[src/rtl/config_stream_loader.sv]
// Configuration stream loader: parses magic/version/payload/checksum into shadow
// bytes and commits them to the live configuration only when the checksum is zero.
module config_stream_loader #(
    parameter int          NUM_S_INPUTS   = 8,
    parameter int          S_WIDTH        = 32,
    parameter logic [7:0]  CONFIG_VERSION = 8'h01,
    parameter logic [7:0]  MAGIC          = 8'h47
) (
    input  logic                            clk,
    input  logic                            reset,
    input  logic                            start,
    input  logic [7:0]                      in_data,
    input  logic                            in_valid,
    output logic                            in_ready,
    output logic [7:0]                      mpu,
    output logic [7:0]                      screen_config,
    output logic [11:0]                     screen_width,
    output logic [11:0]                     screen_height,
    output logic [NUM_S_INPUTS*S_WIDTH-1:0] input_s_config,
    output logic [7:0]                      input_b_config,
    output logic [7:0]                      input_ba_config,
    output logic [7:0]                      input_acl_config,
    output logic [3:0]                      grounded_port_config,
    output logic                            config_valid,
    output logic                            busy,
    output logic                            error,
    output logic [1:0]                      error_code
);
    localparam int SB = NUM_S_INPUTS * S_WIDTH / 8;
    localparam int P  = 10 + SB;
    localparam int CW = $clog2(P);

    typedef enum logic [2:0] {
        S_IDLE, S_MAGIC, S_VERSION, S_PAYLOAD, S_CSUM, S_CHECK, S_ERROR
    } state_t;

    state_t              state_q;
    logic [CW-1:0]       cnt_q;
    logic [7:0]          sum_q;
    logic [P-1:0][7:0]   shadow_q;
    logic [P-1:0][7:0]   cfg_q;
    logic                in_ready_q, busy_q, error_q, valid_q;
    logic [1:0]          code_q;
    logic                acc;
    logic [7:0]          sum_d;

    // A byte coinciding with start belongs to the abandoned load and is dropped.
    assign acc   = in_valid && in_ready_q && !start;
    assign sum_d = sum_q + in_data;

    always_ff @(posedge clk or posedge reset) begin
        if (reset) begin
            state_q    <= S_IDLE;
            cnt_q      <= '0;
            sum_q      <= '0;
            shadow_q   <= '0;
            cfg_q      <= '0;
            in_ready_q <= 1'b0;
            busy_q     <= 1'b0;
            error_q    <= 1'b0;
            valid_q    <= 1'b0;
            code_q     <= 2'd0;
        end else if (start) begin
            state_q    <= S_MAGIC;
            cnt_q      <= '0;
            sum_q      <= '0;
            shadow_q   <= '0;
            in_ready_q <= 1'b1;
            busy_q     <= 1'b1;
            error_q    <= 1'b0;
            code_q     <= 2'd0;
        end else begin
            case (state_q)
                S_MAGIC: if (acc) begin
                    sum_q <= sum_d;
                    if (in_data != MAGIC) begin
                        state_q    <= S_ERROR;
                        in_ready_q <= 1'b0;
                        busy_q     <= 1'b0;
                        error_q    <= 1'b1;
                        code_q     <= 2'd1;
                    end else begin
                        state_q <= S_VERSION;
                    end
                end
                S_VERSION: if (acc) begin
                    sum_q <= sum_d;
                    if (in_data != CONFIG_VERSION) begin
                        state_q    <= S_ERROR;
                        in_ready_q <= 1'b0;
                        busy_q     <= 1'b0;
                        error_q    <= 1'b1;
                        code_q     <= 2'd2;
                    end else begin
                        state_q <= S_PAYLOAD;
                        cnt_q   <= '0;
                    end
                end
                S_PAYLOAD: if (acc) begin
                    sum_q           <= sum_d;
                    shadow_q[cnt_q] <= in_data;
                    cnt_q           <= cnt_q + CW'(1);
                    if (cnt_q == CW'(P - 1))
                        state_q <= S_CSUM;
                end
                S_CSUM: if (acc) begin
                    sum_q      <= sum_d;
                    state_q    <= S_CHECK;
                    in_ready_q <= 1'b0;
                end
                S_CHECK: begin
                    busy_q <= 1'b0;
                    if (sum_q == 8'h00) begin
                        cfg_q   <= shadow_q;
                        valid_q <= 1'b1;
                        state_q <= S_IDLE;
                    end else begin
                        state_q <= S_ERROR;
                        error_q <= 1'b1;
                        code_q  <= 2'd3;
                    end
                end
                default: ;
            endcase
        end
    end

    // Payload byte layout: mpu, screen, width lo/hi, height lo/hi, S words, b, ba, acl, grounded.
    assign mpu                  = cfg_q[0];
    assign screen_config        = cfg_q[1];
    assign screen_width         = {cfg_q[3][3:0], cfg_q[2]};
    assign screen_height        = {cfg_q[5][3:0], cfg_q[4]};
    assign input_s_config       = cfg_q[6 +: SB];
    assign input_b_config       = cfg_q[6 + SB];
    assign input_ba_config      = cfg_q[7 + SB];
    assign input_acl_config     = cfg_q[8 + SB];
    assign grounded_port_config = cfg_q[9 + SB][3:0];

    logic unused_hi_nibbles;
    assign unused_hi_nibbles = ^{cfg_q[3][7:4], cfg_q[5][7:4], cfg_q[9 + SB][7:4]};

    assign in_ready     = in_ready_q;
    assign busy         = busy_q;
    assign error        = error_q;
    assign error_code   = code_q;
    assign config_valid = valid_q;
endmodule

[config.mk]
export PLATFORM = sky130hd
export DESIGN_NAME = config_stream_loader
export DESIGN_NICKNAME = d
export VERILOG_FILES = /design/src/rtl/config_stream_loader.sv
export SDC_FILE = /design/constraint.sdc
export NUM_CORES = 2
export LEC_CHECK = 0
export BUFFER_PORTS_ARGS = -buffer_cell sky130_fd_sc_hd__buf_2
export CAP_MARGIN = 20
export CORE_UTILIZATION = 58
export DETAILED_ROUTE_END_ITERATION = 16
export PLACE_DENSITY = 0.88
export SETUP_SLACK_MARGIN = 0.3
export SYNTH_ARGS = -nofsm -noshare
export SYNTH_HDL_FRONTEND = slang
export SYNTH_SLANG_ARGS = --single-unit
[constraint.sdc]
create_clock -name clk -period 27.5 [get_ports clk]
set_input_delay 5.5 -clock clk [delete_from_list [all_inputs] [get_ports clk]]
set_output_delay 5.5 -clock clk [all_outputs]
set_load 0.05 [all_outputs]
==> impl_metrics.csv <==
group,metric,value,unit
yosys,ys_seq_area_share,61.8,%
critical_path,start_kind,"input port",
yosys,yosysUniqueCellTypes,61,
critical_path,end_kind,"flip-flop",
critical_path,required,27.97,ns
critical_path,cp_max_fo,150,
status,status,"complete, no violations",
global_routing,grt_max_degree,151,
worst_hold_path,hp-class,"flip-flop to flip-flop",
layout,area_growth,15.8,%
global_routing,antenna_found_initial,0,
route,remaining_drc_errors,0,
placed_design,dp.cells,3020,
global_routing,grt_usage,30.0,%
timing,tns,0,ns
yosys,syn_inst,2214,
route,dr.first_iter.drc_count,2150,
layout,nets,2514,
timing,rsz0062_at_grt,"false",
clock_tree,clk_latency,0.60,ns
floorplanning,die_width,218,µm
clock_tree,cts_resized,0,
yosys,syn_area,0.0272,mm²
yosys,synth_seq_cells,671,
route,wl_per_cell,22.8,µm
yosys,synth_top_area_cell,"dfrtp_1",
global_routing,grt.met2_usage,49.6,%
timing,max_clock_freq,118,MHz
power_and_ir_drop,power.total,2200,µW
global_routing,grt_overflow,0,
layout,instances_no_fill,3143,
global_routing,grt_pass1_vias,19500,
global_routing,grt_use_met1,38.2,%
timing,worstMarginPinSlew,1.16,ns
floorplanning,coreArea,0.0458,mm²
layout,fillers,2945,
clock_tree,clk_pin_slew,0.06,ns
yosys,yosys_warnings,0,
flow_run,cap_violations,0,
route,viasPerCell,6.09,
clock_tree,cts_inserted_buffers,69,
yosys,synthArstFlopShare,100,%
layout,antenna_cells,0,
critical_path,crit_type,"input port to flip-flop",
floorplanning,die_area,0.0477,mm²
timing,setup_viol,0,
timing,min_period,8.49,ns
timing,final_hold_viol_count,0,
power_and_ir_drop,p_leak,0.0155,µW
placed_design,dpl.hpwl,41.7,mm
clock_tree,htree_levels,3,
clock_tree,clockBufferDepth,3,
floorplanning,num_io_pins,342,
power_and_ir_drop,cellPowerDensity,69.9,mW/mm²
clock_tree,cts_setup_buffers,0,
route,routed_wl,71.6,mm
clock_tree,cts.sinks,671,
yosys,syn_area_per_cell,12.3,µm²
clock_tree,tritoncts,"yes",
floorplanning,start_util,59.3,%
layout,fin_util,68.7,%
clock_tree,cts_hold_buf,0,
timing,period_share,30.9,%
clock_tree,root_buffer,"clkbuf_16",
timing,maxSlewHeadroom,22.8,%
global_routing,grt_pass1_wl,110,mm
yosys,synth_ff_type,"dfrtp_1",
floorplanning,rows,78,
layout,layout-drive-gt1-share,32.7,%
route,drt_pass1_iterations,6,
critical_path,arrival,8.96,ns
placed_design,io_buffers,341,
timing,final-max-slew-violation-count,0,
global_routing,use_met3,6.61,%
yosys,synth_fp_nets,2236,
yosys,synth-edff-count,0,
floorplanning,die_y,218,µm
power_and_ir_drop,vdd_drop_max,0.0763,mV
route,vias,19100,
timing,fin_skew,0.0285,ns
yosys,ys_top_cells_by_area,"dfrtp_1 62%, mux2_2 12%, mux2i_1 5.2%, a21oi_1 3.6%, nand3_1 3.6%",
global_routing,busiest_layer,"met2",
route,ant_nets,0,
yosys,yosysTopAreaCellShare,61.8,%
placed_design,gp_congestion,0.828,
==> cells in the mapped netlist (all sizes together), types with 2 or more instances <==
cell type / n
a211oi: 3
or3: 6
ha: 9
or4: 3
o22ai: 2
nor3b: 4
a21o: 2
dfrtp: 671
nand3b: 4
nor4b: 3
and2: 3
clkbuf: 112
mux2i: 140
o21ai: 15
nor2: 171
mux2: 325
nor2b: 4
buf: 54
nand2: 231
nor3: 8
nand3: 197
a21oi: 198
o211ai: 2
inv: 4
xnor2: 2
nand2b: 2
clkinv: 2
a41o: 2
nand4: 3
a31oi: 2
xor2: 2
o31ai: 7
and3: 6
==> registers in the layout, indices dropped and copies added, names as in the netlist <==
signal / cells
sum_q: 8
input_s_config: 256
grounded_port_config: 4
input_ba_config: 8
config_valid: 1
mpu: 8
screen_height: 12
input_acl_config: 8
screen_config: 8
busy: 1
input_b_config: 8
error: 1
screen_width: 12
cnt_q: 6
in_ready: 1
shadow_q: 324
state_q: 3
error_code: 2
==> cells by family after synthesis <==
| kind of cell | share of synthesized area (%) |
|---|---|
| adders and majority gates | 0.488 |
| buffers and inverters | 3.09 |
| DFF | 61.8 |
| and+or+nand+nor | 10.8 |
| muxes | 18.9 |
| xor gates and xnor gates | 0.129 |
| AOI/OAI and AO/OA | 4.78 |
==> report_power, final <==
| part | switching (µW) | internal, µW |
|---|---|---|
| registers | 19.6 | 1000 |
| logic | 155 | 69.9 |
| clock network | 389 | 564 |
| total | 564 | 1630 |
==> layer usage <==
layer	vias to the layer above	share of wire, %
li1	8208	-
met1	9745	38
met2	985	50
met3	207	8.5
met4	0	3.8
met5	-	0
==> worst max-delay path, stage by stage <==
cell	delay, ns
buf_8	0.27
nor2_8	0.66
buf_4	0.87
buf_4	0.97
mux2_2	0.45
==> layout make-up <==
class	instances	area (µm²)	area share (%)
sequential	671	16800	53.4
multi-input combinational	1371	9570	30.4
clock buffer	102	2080	6.60
timing repair buffer	373	1980	6.29
tap	600	751	2.39
clock inverter	20	255	0.812
inverter	6	30.0	0.0955
==> cells in the final DEF, fill, tap and decap left out, types with 5 or more instances in the layout <==
cell	n
clkbuf_1	15
nand3_1	197
mux2_1	7
o21ai_0	15
buf_4	31
nor3_1	5
a21oi_1	198
and3_1	6
or3_1	5
buf_2	340
mux2_4	20
nor2_1	154
clkbuf_8	14
clkbuf_16	73
mux2i_1	140
clkinv_2	5
mux2_2	298
ha_1	9
nand2_1	231
o31ai_1	7
dfrtp_1	671
nor2_2	16
==> per-stage QoR <==
stage               instance area, µm²  hold WS [ns]  setup WS (ns)
global placement                 29100         0.447          18.37
floorplan                        27200         0.464           3.19
detailed placement               29100         0.458          18.19
finish                           31400         0.469          19.01
CTS                              31400         0.478          18.84
global route                     31400         0.506          18.77
==> final timing paths <==
path | startpoint | endpoint | slack [ns] | cells past startpoint
setup / recovery | start | input_s_config[47]$_DFFE_PP0P_ | 19.01 | 5
hold / removal | busy$_DFFE_PP0P_ | busy$_DFFE_PP0P_ | 0.47 | 2
max in group asynchronous | reset | screen_config[6]$_DFFE_PP0P_ | 19.30 | 6
hold reg to reg | busy$_DFFE_PP0P_ | busy$_DFFE_PP0P_ | 0.47 | 2
min in group asynchronous | reset | input_s_config[220]$_DFFE_PP0P_ | 5.10 | 2
setup reg to reg | sum_q[0]$_DFFE_PP0P_ | input_s_config[47]$_DFFE_PP0P_ | 23.00 | 6
Power figures use the tool's default switching activity.
